--- src/rtl/axi_read_arbiter_if.sv ---
// AR/R bundle between the fetch/load requesters, the arbiter and the AXI read port.
// The slave modport is the arbiter's view; the master modport is the requester/fabric side.
interface axi_read_arbiter_if;
  logic        inst_arvalid;
  logic [31:0] inst_araddr;
  logic [3:0]  inst_arlen;
  logic        inst_arready;
  logic        data_arvalid;
  logic [31:0] data_araddr;
  logic [3:0]  data_arlen;
  logic        data_arready;

  logic [3:0]  arid;
  logic [31:0] araddr;
  logic [3:0]  arlen;
  logic [2:0]  arsize;
  logic [1:0]  arburst;
  logic        arvalid;
  logic        arready;
  logic [3:0]  arbitrate_arid;

  logic [3:0]  rid;
  logic [31:0] rdata;
  logic        rlast;
  logic        rvalid;
  logic        rready;
  logic        inst_rvalid;
  logic        data_rvalid;
  logic        inst_rready;
  logic        data_rready;

  modport slave (
    input  inst_arvalid, inst_araddr, inst_arlen,
    input  data_arvalid, data_araddr, data_arlen,
    output inst_arready, data_arready,
    output arid, araddr, arlen, arsize, arburst, arvalid, arbitrate_arid,
    input  arready,
    input  rid, rlast, rvalid, inst_rready, data_rready,
    output rready, inst_rvalid, data_rvalid
  );

  modport master (
    output inst_arvalid, inst_araddr, inst_arlen,
    output data_arvalid, data_araddr, data_arlen,
    input  inst_arready, data_arready,
    input  arid, araddr, arlen, arsize, arburst, arvalid, arbitrate_arid,
    output arready,
    output rid, rdata, rlast, rvalid, inst_rready, data_rready,
    input  rready, inst_rvalid, data_rvalid
  );
endinterface

--- src/rtl/axi_read_arbiter.sv ---
// Shares one AXI read port between instruction fetch and data load: registered AR
// arbitration (round-robin on ties), R routing by rid, and per-requester outstanding limits.
module axi_read_arbiter #(
  parameter logic [3:0] INST_ID         = 4'h0,
  parameter logic [3:0] DATA_ID         = 4'h1,
  parameter int         MAX_OUTSTANDING = 2
) (
  input  logic                  clk,
  input  logic                  resetn,
  axi_read_arbiter_if.slave     bus
);

  typedef enum logic {IDLE, ISSUE} state_t;

  localparam logic       GNT_INST = 1'b0;
  localparam logic       GNT_DATA = 1'b1;
  localparam logic [1:0] MAX_CNT  = 2'(MAX_OUTSTANDING);

  state_t      state_q;
  logic        arvalid_q;
  logic [3:0]  arid_q;
  logic [31:0] araddr_q;
  logic [3:0]  arlen_q;
  logic        grant_q;
  logic        last_grant_q;
  logic [1:0]  cnt_inst_q, cnt_inst_d;
  logic [1:0]  cnt_data_q, cnt_data_d;

  logic inst_elig, data_elig, pick_data;
  logic ar_hs, inst_hs, data_hs;
  logic rready_c, inst_done, data_done;

  // Saturating at both ends so a stray beat or handshake can never wrap the count.
  function automatic logic [1:0] next_cnt(input logic [1:0] c, input logic inc, input logic dec);
    logic [1:0] n;
    n = c;
    if (inc && !dec && c != 2'd3)
      n = c + 2'd1;
    else if (dec && !inc && c != 2'd0)
      n = c - 2'd1;
    return n;
  endfunction

  always_comb begin
    inst_elig = bus.inst_arvalid && (cnt_inst_q < MAX_CNT);
    data_elig = bus.data_arvalid && (cnt_data_q < MAX_CNT);
    pick_data = data_elig && (!inst_elig || last_grant_q == GNT_INST);

    ar_hs   = arvalid_q && bus.arready;
    inst_hs = ar_hs && (grant_q == GNT_INST);
    data_hs = ar_hs && (grant_q == GNT_DATA);

    if (bus.rid == INST_ID)
      rready_c = bus.inst_rready;
    else if (bus.rid == DATA_ID)
      rready_c = bus.data_rready;
    else
      rready_c = 1'b1;

    inst_done = bus.rvalid && rready_c && bus.rlast && (bus.rid == INST_ID);
    data_done = bus.rvalid && rready_c && bus.rlast && (bus.rid == DATA_ID);

    cnt_inst_d = next_cnt(cnt_inst_q, inst_hs, inst_done);
    cnt_data_d = next_cnt(cnt_data_q, data_hs, data_done);
  end

  always_ff @(posedge clk or negedge resetn) begin
    if (!resetn) begin
      state_q      <= IDLE;
      arvalid_q    <= 1'b0;
      arid_q       <= 4'h0;
      araddr_q     <= 32'h0;
      arlen_q      <= 4'h0;
      grant_q      <= GNT_INST;
      last_grant_q <= GNT_INST;
    end else begin
      case (state_q)
        IDLE: begin
          if (inst_elig || data_elig) begin
            arvalid_q <= 1'b1;
            grant_q   <= pick_data;
            state_q   <= ISSUE;
            if (pick_data) begin
              arid_q   <= DATA_ID;
              araddr_q <= bus.data_araddr;
              arlen_q  <= bus.data_arlen;
            end else begin
              arid_q   <= INST_ID;
              araddr_q <= bus.inst_araddr;
              arlen_q  <= bus.inst_arlen;
            end
          end
        end
        ISSUE: begin
          // Payload is held even if the requester withdraws; it still owns the response.
          if (bus.arready) begin
            arvalid_q    <= 1'b0;
            last_grant_q <= grant_q;
            state_q      <= IDLE;
          end
        end
        default: state_q <= IDLE;
      endcase
    end
  end

  always_ff @(posedge clk or negedge resetn) begin
    if (!resetn) begin
      cnt_inst_q <= 2'd0;
      cnt_data_q <= 2'd0;
    end else begin
      cnt_inst_q <= cnt_inst_d;
      cnt_data_q <= cnt_data_d;
    end
  end

  assign bus.arvalid        = arvalid_q;
  assign bus.arid           = arid_q;
  assign bus.araddr         = araddr_q;
  assign bus.arlen          = arlen_q;
  assign bus.arsize         = 3'b010;
  assign bus.arburst        = 2'b01;
  assign bus.arbitrate_arid = arid_q;
  assign bus.inst_arready   = inst_hs;
  assign bus.data_arready   = data_hs;

  assign bus.rready      = rready_c;
  assign bus.inst_rvalid = bus.rvalid && (bus.rid == INST_ID);
  assign bus.data_rvalid = bus.rvalid && (bus.rid == DATA_ID);

endmodule

--- src/flat_wrapper.sv ---
// flat-port wrapper written by rule: the top's interface ports become plain ports
module axi_read_arbiter_flat 
#(
  parameter logic [3:0] INST_ID         = 4'h0,
  parameter logic [3:0] DATA_ID         = 4'h1,
  parameter int         MAX_OUTSTANDING = 2
)
  (clk, resetn, bus_inst_arvalid, bus_inst_araddr, bus_inst_arlen, bus_data_arvalid, bus_data_araddr, bus_data_arlen, bus_inst_arready, bus_data_arready, bus_arid, bus_araddr, bus_arlen, bus_arsize, bus_arburst, bus_arvalid, bus_arbitrate_arid, bus_arready, bus_rid, bus_rlast, bus_rvalid, bus_inst_rready, bus_data_rready, bus_rready, bus_inst_rvalid, bus_data_rvalid);
  axi_read_arbiter_if bus_i ();
  input  logic clk;
  input  logic resetn;
  input wire logic [$bits(bus_i.inst_arvalid)-1:0] bus_inst_arvalid;
  input wire logic [$bits(bus_i.inst_araddr)-1:0] bus_inst_araddr;
  input wire logic [$bits(bus_i.inst_arlen)-1:0] bus_inst_arlen;
  input wire logic [$bits(bus_i.data_arvalid)-1:0] bus_data_arvalid;
  input wire logic [$bits(bus_i.data_araddr)-1:0] bus_data_araddr;
  input wire logic [$bits(bus_i.data_arlen)-1:0] bus_data_arlen;
  output wire logic [$bits(bus_i.inst_arready)-1:0] bus_inst_arready;
  output wire logic [$bits(bus_i.data_arready)-1:0] bus_data_arready;
  output wire logic [$bits(bus_i.arid)-1:0] bus_arid;
  output wire logic [$bits(bus_i.araddr)-1:0] bus_araddr;
  output wire logic [$bits(bus_i.arlen)-1:0] bus_arlen;
  output wire logic [$bits(bus_i.arsize)-1:0] bus_arsize;
  output wire logic [$bits(bus_i.arburst)-1:0] bus_arburst;
  output wire logic [$bits(bus_i.arvalid)-1:0] bus_arvalid;
  output wire logic [$bits(bus_i.arbitrate_arid)-1:0] bus_arbitrate_arid;
  input wire logic [$bits(bus_i.arready)-1:0] bus_arready;
  input wire logic [$bits(bus_i.rid)-1:0] bus_rid;
  input wire logic [$bits(bus_i.rlast)-1:0] bus_rlast;
  input wire logic [$bits(bus_i.rvalid)-1:0] bus_rvalid;
  input wire logic [$bits(bus_i.inst_rready)-1:0] bus_inst_rready;
  input wire logic [$bits(bus_i.data_rready)-1:0] bus_data_rready;
  output wire logic [$bits(bus_i.rready)-1:0] bus_rready;
  output wire logic [$bits(bus_i.inst_rvalid)-1:0] bus_inst_rvalid;
  output wire logic [$bits(bus_i.data_rvalid)-1:0] bus_data_rvalid;
  assign bus_i.inst_arvalid = bus_inst_arvalid;
  assign bus_i.inst_araddr = bus_inst_araddr;
  assign bus_i.inst_arlen = bus_inst_arlen;
  assign bus_i.data_arvalid = bus_data_arvalid;
  assign bus_i.data_araddr = bus_data_araddr;
  assign bus_i.data_arlen = bus_data_arlen;
  assign bus_inst_arready = bus_i.inst_arready;
  assign bus_data_arready = bus_i.data_arready;
  assign bus_arid = bus_i.arid;
  assign bus_araddr = bus_i.araddr;
  assign bus_arlen = bus_i.arlen;
  assign bus_arsize = bus_i.arsize;
  assign bus_arburst = bus_i.arburst;
  assign bus_arvalid = bus_i.arvalid;
  assign bus_arbitrate_arid = bus_i.arbitrate_arid;
  assign bus_i.arready = bus_arready;
  assign bus_i.rid = bus_rid;
  assign bus_i.rlast = bus_rlast;
  assign bus_i.rvalid = bus_rvalid;
  assign bus_i.inst_rready = bus_inst_rready;
  assign bus_i.data_rready = bus_data_rready;
  assign bus_rready = bus_i.rready;
  assign bus_inst_rvalid = bus_i.inst_rvalid;
  assign bus_data_rvalid = bus_i.data_rvalid;
  axi_read_arbiter #(.INST_ID(INST_ID), .DATA_ID(DATA_ID), .MAX_OUTSTANDING(MAX_OUTSTANDING)) u_core (.clk(clk), .resetn(resetn), .bus(bus_i));
endmodule
--- config.mk ---
export PLATFORM = sky130hd
export DESIGN_NAME = axi_read_arbiter_flat
export DESIGN_NICKNAME = d
export VERILOG_FILES = /design/src/rtl/axi_read_arbiter_if.sv /design/src/rtl/axi_read_arbiter.sv /design/src/flat_wrapper.sv
export SDC_FILE = /design/constraint.sdc
export NUM_CORES = 1
export LEC_CHECK = 0
export CAP_MARGIN = 25
export CORE_ASPECT_RATIO = 0.9
export CORE_MARGIN = 1
export CORE_UTILIZATION = 35
export CTS_CLUSTER_DIAMETER = 120
export DETAILED_ROUTE_END_ITERATION = 10
export HOLD_SLACK_MARGIN = 0.08
export PLACE_DENSITY = 0.77
export SLEW_MARGIN = 20
export SYNTH_ARGS = -nofsm -noshare
export SYNTH_HDL_FRONTEND = slang
export SYNTH_SLANG_ARGS = --single-unit
--- constraint.sdc ---
create_clock -name clk -period 2.45 [get_ports clk]
set_input_delay 0.735 -clock clk [delete_from_list [all_inputs] [get_ports clk]]
set_output_delay 0.735 -clock clk [all_outputs]
set_load 0.01 [all_outputs]
# ---- Word level (Yosys, flattened, before mapping)
# Cells that the tools add are included.
dict set report word_totals {
  regBits 48
  input_bits 85
  output_inout_bits 55
  word_cells 73
}
dict set report classes {
  addsub 4
  magnitude_cmp 2
  n_eq_ne 5
  muxes 15
  bitwise_logic 3
  reduce_logical 35
}
# cell n
set op_table {}
lappend op_table {{$mux W32} 1}
lappend op_table {{$logic_and A1 B1 Y1} 20}
lappend op_table {{$mux W2} 4}
lappend op_table {{$reduce_bool A2 Y1} 4}
lappend op_table {{$mux W1} 7}
lappend op_table {{$ne A2 B2 Y1 const B} 3}
lappend op_table {{$reduce_and A2 Y1} 3}
lappend op_table {{$logic_not A1 Y1} 5}
lappend op_table {{$add A2 B1 Y2 const B} 2}
lappend op_table {{$eq A4 B1 Y1 const B} 1}
lappend op_table {{$logic_not A4 Y1} 1}
lappend op_table {{$lt A2 B2 Y1 const B} 2}
lappend op_table {{$mux W4} 1}
lappend op_table {{$pmux W1 S2} 2}
lappend op_table {{$sub A2 B1 Y2 const B} 2}
lappend op_table {{$not A1 Y1} 3}
lappend op_table {{$logic_or A1 B1 Y1} 2}
lappend op_table {{$ne A2 B1 Y1 const B} 1}

# ---- Longest topological paths before layout
# Gate-level depths: netlist of run 1.
dict set report logic_depth {
  ltp_word 10
  ltp_mapped 6
  depth_no_buf 4
}

# ---- Least setup slack after synthesis of run 1
# No wires, ideal clock.
dict set report synth_path {
  kind {input port to output port}
  start {input bus_rid[3]}
  end {output bus_rready}
  t_arrival_ps 1640
  path_slack_ps 75
  cell_stages 2
  n_path_buf 0
  path_cell_list {or4_2 > o22a_2}
}
dict set report synth_via {
  elab_chain_cells 3
  elab_cells_between_ends 4
}
# item line
set synth_lines {}
lappend synth_lines {{start: declaration} flat_wrapper.sv:28} ;# input wire logic [$bits(bus_i.rid)-1:0] bus_rid;
lappend synth_lines {{$eq A4 B1 Y1} axi_read_arbiter.sv:55} ;# else if (bus.rid == DATA_ID)
lappend synth_lines {{$mux W1} axi_read_arbiter.sv:55}
lappend synth_lines {{$mux W1 *} axi_read_arbiter.sv:53} ;# if (bus.rid == INST_ID)
lappend synth_lines {{end: declaration} flat_wrapper.sv:33} ;# output wire logic [$bits(bus_i.rready)-1:0] bus_rready;
# Mark *: on every way between the ends. The rest lies on a longest branch, timed or not.

# ---- Worst setup path in the final report of run 1
dict set report layout_path {
  start {input bus_rid[2]}
  end {output bus_rready}
}
# The elaborated chain is that of the path after synthesis.

==> results of run 1 <==
[cells by family (layout without fill, tap and decap cells)]
family	after synthesis	count (layout)	share of synthesized area (%)
muxes	38	38	17.3
DFF	44	44	49.9
buffers and inverters	30	150	7.93
AOI/OAI and AO/OA	52	52	12.9
and+or+nand+nor	59	59	11.7
other	2	11	0.340
[worst paths after layout]
check / to / slack (ps) / depth (start not counted)
min in group clk: u_core.cnt_data_q[0] / 480 / 1
max reg2reg: u_core.bus.araddr[19] / 840 / 5
max: bus_rready / -30 / 4
max in group asynchronous: u_core.bus.araddr[19] / 1550 / 2
min: u_core.bus.araddr[29] / 360 / 1
min reg2reg: u_core.cnt_data_q[0] / 480 / 1
[area by class of cell]
class                      instances  area share [%]
clock buffer                       6            1.99
clock inverter                     1           0.137
inverter                           4           0.411
multi-input combinational        160            26.9
sequential                        44            30.1
tap                               87            2.98
timing repair buffer             139            37.4
[registers in the layout, indices dropped and copies added, names as in the netlist]
signal               flops
u_core.bus.araddr       32
u_core.last_grant_q      1
u_core.state_q           1
u_core.cnt_data_q        2
u_core.cnt_inst_q        2
u_core.grant_q           1
u_core.bus.arlen         4
u_core.bus.arvalid       1
[metrics by stage]
step	setup slack [ps]	hold WS, ps	cells	utilization (%)
CTS	-97.9	359	441	59.7
global placement	-800	463	434	58.6
global route	-35.8	373	441	59.7
detailed placement	-835	471	434	58.6
finish	-27.8	357	441	59.7
floorplan	75.2	439	234	-
[layer usage]
metal | part of all wire (%) | global-route usage (%) | wire (um) | up-vias
li1 | - | - | - | 1006
met1 | 43 | 18.7 | 2250 | 901
met2 | 48 | 28.4 | 2550 | 81
met3 | 8.5 | 5.00 | 447 | 5
met4 | 0.80 | 4.00 | 42 | 0
met5 | 0 | 0 | 0 | -
[power breakdown]
part | leakage, nW | internal [W] | switching (W)
clock network | 0.0410 | 0.000194 | 0.000223
logic | 1.09 | 0.00106 | 0.000825
registers | 0.491 | 0.00107 | 0.000205
total | 1.62 | 0.00232 | 0.00125
[cells in the mapped netlist (2+ instances only)]
master	instances
o21a_1	2
nand3_1	2
nand2b_1	3
and3_1	2
buf_4	16
buf_2	2
dfrtp_1	44
o21ai_0	3
inv_1	4
mux2i_1	37
a21oi_1	41
nand2_1	3
conb_1	2
nor2_1	43
clkbuf_1	8
[timing repair]
action                                  CTS  global route
buffers inserted                          0             0
resized for setup                        31             6
hold endpoints to repair                  0             0
pin swaps                                 4             2
cloned                                    0             0
hold buffers                              0             0
endpoints found under the setup margin    5             5
==> results by group, run 1 <==
Logic synthesis
  – Register area share after synthesis: 49.9%
  – Netlist cell types: 28
  – Synth area leader: dfrtp_1
  – Mapped Area: 2210 um^2
  – Synth Warn #: 0
  – Ys async rst share: 100%
  – Largest cells by area after synthesis: dfrtp_1 (50%), mux2i_1 (17%), a21oi_1 (9.3%), nor2_1 (7.3%), buf_4 (5.4%)
  – Cell count after synthesis: 225
  – Mapped Avg Cell Area: 9.81 um^2
  – Top_reg_cell synth: dfrtp_1
  – Post-synth EDFFs: 0
  – Yosys top cell area share: between 40 and 50%
  – Synthesized flop and latch total: 44

Global route
  – Total track usage: 16.0%
  – Initial antenna violation count: 0
  – GRT Residual Overflow: 0
  – Vias in the first global route: 1873
  – First-pass GRT wire length: ~8.4 mm
  – Largest net degree at the start of global routing: 53

Floorplanning
  – Core area: 6110 um^2
  – Die width: between 80 and 90 um
  – Die height: 77.4 um
  – Die Outline Area: 6630 um^2
  – # IOs: 140
  – Site Rows: 27
  – Initial Util: between 30% and 40%

Place
  – Detail Placement HPWL: 4.21 mm
  – Routability Congestion: 0.692
  – Dpl cell area: 3580 um^2
  – Port buffer count: 128

STA
  – Setup repair after global routing missed its margin: yes
  – Setup_tns: -27.8 ps
  – Final hold violation count: 0
  – Tcrit/Tclk final: 101%
  – Worst Slack Setup Final: -27.8 ps
  – Max-slew violations: 0
  – Clk_skew: 4.21 ps
  – Endpoints failing setup: 1
  – Fin crit period: 2480 ps
  – Max Fclk: 0.404 GHz

Detailed routing
  – DRT antenna net count: 0
  – Vias per cell: between 4 and 5
  – DR vias: roughly 2k
  – TritonRoute pass-1 iters: 6
  – DRC violation count after routing: 0
  – DR iter-0 viols: 70
  – Avg WL per Cell: between 10 and 15 um
  – Post-Route WL: 5.28 mm

Clock tree
  – Clk_lat worst skew: 280 ps
  – Number of H-tree levels: 2
  – Clk buf depth: 2
  – Worst-path clk slew: around 80 ps
  – CTS tree: built
  – Clock sinks: 44
  – CTS buffer count: 5
  – Clk root buf: clkbuf_8

Run status
  – Status: finished, violations left
  – Failing checks: negative setup slack

Final layout
  – Seq. cell area: 1100 um^2
  – Filler cells: 555
  – Layout area overhead: 65.4%
  – N_diodes: 0
  – Share of cells above drive strength 1: 9.04%
  – Most common cell after layout, fill and taps aside: clkdlybuf4s50_1
  – Area occupied by multi-input gates: 982 um^2
  – Commonest non-fill, non-tap cells in the layout: clkdlybuf4s50_1 (118), dfrtp_1 (44), nor2_1 (42)
  – Fin area: 3650 um^2
  – Layout Nets: 439

Power and ir drop
  – Lkg Pwr: 1.62 nW
  – Power, Total: roughly 0.0036 W
  – P per Cell Area: 979 nW/um^2
  – VDD IR-drop max: 488 uV

Worst setup path
  – Setup crit end kind: primary output
  – Worst Path Required: 1710 ps
  – Critical Path Start: bus_rid[2]
  – Worst Path Arrival: 1740 ps
  – CP delay by family, top: simple AND/OR/NAND/NOR gates
  – Crit-path slowest cell: or4b_4
  – Worst reg2reg path startpoint: u_core.cnt_data_q[1]
  – Critical Path Start Type: input pin
  – Crit path kind: in2out
  – Crit path top cell by count: buf_6
  – Crit-path max FO: 3
  – Critical path, cell by cell: buf_6 -> or4b_4 -> o22a_2 -> buf_6
  – Buffer and inverter count on the worst path: 2
  – Crit-path max cell delay: 540 ps

Job
  – Max-Cap Viols: 0

Hold path
  – Hold Path Class: in2async
(Power assumes the default switching activity.)
==> run 2, diff against run 1 <==
--- a/config.mk
+++ b/config.mk
@@ -12,6 +12,7 @@
 export CTS_CLUSTER_DIAMETER = 120
 export DETAILED_ROUTE_END_ITERATION = 10
 export HOLD_SLACK_MARGIN = 0.08
+export MAX_ROUTING_LAYER = met4
 export PLACE_DENSITY = 0.77
 export SLEW_MARGIN = 20
 export SYNTH_ARGS = -nofsm -noshare
==> results by group, run 2 (same netlist as run 1, synthesis figures left out) <==
Final layout
  – Most common cell after layout, fill and taps aside: clkdlybuf4s50_1
  – Filler cells: between 500 and 600
  – Fin area: about 3700 um^2
  – Commonest non-fill, non-tap cells in the layout: clkdlybuf4s50_1 (118), dfrtp_1 (44), nor2_1 (42)
  – Layout Nets: 439
  – Util after Layout: 59.7%
  – Layout area overhead: 65.4%
  – Fin cells: ~440
  – Share of cells above drive strength 1: 9.04%
  – N_diodes: 0
  – Max reg flops: 32

Worst setup path
  – Buffer and inverter count on the worst path: 2
  – Crit-path max cell delay: 540 ps
  – Crit path kind: in2out
  – Worst Path Arrival: 1740 ps
  – Crit-path slowest cell: or4b_4
  – Worst Path Required: 1710 ps
  – Crit-path max FO: 3
  – Setup crit end kind: primary output
  – Worst reg2reg path startpoint: u_core.cnt_data_q[1]
  – R2r endpoint: u_core.bus.araddr[19]
  – CP delay by family, top: simple AND/OR/NAND/NOR gates
  – Reg2reg path depth: 5
  – Critical Path Start Type: input pin
  – R2R setup slack: 840 ps
  – Crit path top cell by count: buf_6
  – Critical path, cell by cell: buf_6 -> or4b_4 -> o22a_2 -> buf_6

Place
  – Routability Congestion: between 0.6 and 0.7
  – Dpl cells: ~430
  – Detail Placement HPWL: 4.21 mm
  – Port buffer count: around 130
  – Dpl cell area: 3580 um^2

Detailed routing
  – DR vias: around 2.0k
  – DR iter-0 viols: 79
  – Vias per cell: roughly 4.5
  – DRT antenna net count: 0
  – DRC violation count after routing: 0
  – Post-Route WL: 5.28 mm
  – Avg WL per Cell: approximately 12 um
  – TritonRoute pass-1 iters: 6

Clock tree
  – Worst-path clk slew: 80 ps
  – CTS tree: built
  – Clk_lat worst skew: 280 ps
  – Clk root buf: clkbuf_8
  – # Post-CTS Setup Buffers: 0
  – Number of H-tree levels: 2
  – Clock sinks: 44
  – Clk buf depth: 2
  – CTS buffer count: 5

STA
  – Clk_skew: ~4.4 ps
  – Endpoints failing setup: 1
  – Setup repair after global routing missed its margin: yes
  – WHS: 357 ps
  – Max Fclk: roughly 0.4 GHz
  – Final hold violation count: 0
  – Max-slew violations: 0
  – Worst Slack Setup Final: -27.8 ps
  – Fin crit period: ~2500 ps
  – Tcrit/Tclk final: 101%

Global route
  – First-pass GRT wire length: 8.39 mm
  – Vias in the first global route: 1878
  – Initial antenna violation count: 0
  – GRT Residual Overflow: 0
  – Total track usage: 16.5%
  – Largest net degree at the start of global routing: 53

Floorplanning
  – Core area: approximately 6000 um^2
  – Site Rows: 27
  – Initial Util: 36.1%
  – Die width: 85.7 um
  – # IOs: between 100 and 150
  – Die height: between 70 and 80 um
  – Die Outline Area: 6630 um^2

Job
  – Max-Cap Viols: 0

Power and ir drop
  – Lkg Pwr: ~1.6 nW
  – VDD IR-drop max: 490 uV
  – P per Cell Area: around 980 nW/um^2

Run status
  – Status: finished, violations left
  – Failing checks: negative setup slack

Hold path
  – Hold Path Class: in2async
## run 2: per-layer routing
metal | wire (um) | up-vias | part of all wire, % | global-route usage (%)
met2 | 2550 | 83 | 48 | 28.6
li1 | - | 1005 | - | -
met1 | 2280 | 901 | 43 | 19.0
met4 | 42 | 0 | 0.80 | 4.00
met5 | 0 | - | 0 | -
met3 | 401 | 5 | 7.6 | 4.26
## run 2: report_power, final
group / total (W) / switching [W] / internal [W]
combinational: 0.00188 / 0.000826 / 0.00106
clock: 0.000416 / 0.000222 / 0.000194
sequential: 0.00128 / 0.000206 / 0.00107
total: 0.00358 / 0.00125 / 0.00232
## run 2: what timing repair did
action                                  in CTS  in global routing
hold endpoints to repair                     0                  0
resized for setup                           31                  6
endpoints found under the setup margin       5                  5
pin swaps                                    4                  2
hold buffers                                 0                  0
## run 2: how the worst max path moves through the flow
stage,cells after the start,startpoint,slack [ps],to
after floorplan,2,bus_rid[3],80,bus_rready
after global placement,4,bus_rid[3],-800,bus_rready
after detailed placement,4,bus_rid[3],-830,bus_rready
after CTS,4,bus_rid[2],-100,bus_rready
after global routing,4,bus_rid[2],-40,bus_rready
final,4,bus_rid[2],-30,bus_rready
## run 2: through the flow
step | setup TNS [ps] | total power, W | setup slack (ps)
after floorplan | 0 | 0.00222 | 75.2
final | -27.8 | 0.00358 | -27.8
after CTS | -97.9 | 0.00363 | -97.9
after detailed placement | -3140 | 0.00320 | -835
after global routing | -35.8 | 0.00385 | -35.8
after global placement | -2800 | 0.00315 | -800
## run 2: worst reg2reg max path: stages (launching register included)
cell,delay (ps)
dfrtp_1,390
nand2b_1,240
a31o_2,180
buf_4,300
mux2i_1,270
a21oi_1,90
## run 2: final cells by class
| cell class | count | area, um^2 | share of cell area [%] |
|---|---|---|---|
| multi-input combinational | 160 | 982 | 26.9 |
| clock buffer | 6 | 72.6 | 1.99 |
| timing repair buffer | 139 | 1370 | 37.4 |
| tap | 87 | 109 | 2.98 |
| inverter | 4 | 15.0 | 0.411 |
| sequential | 44 | 1100 | 30.1 |
| clock inverter | 1 | 5.00 | 0.137 |
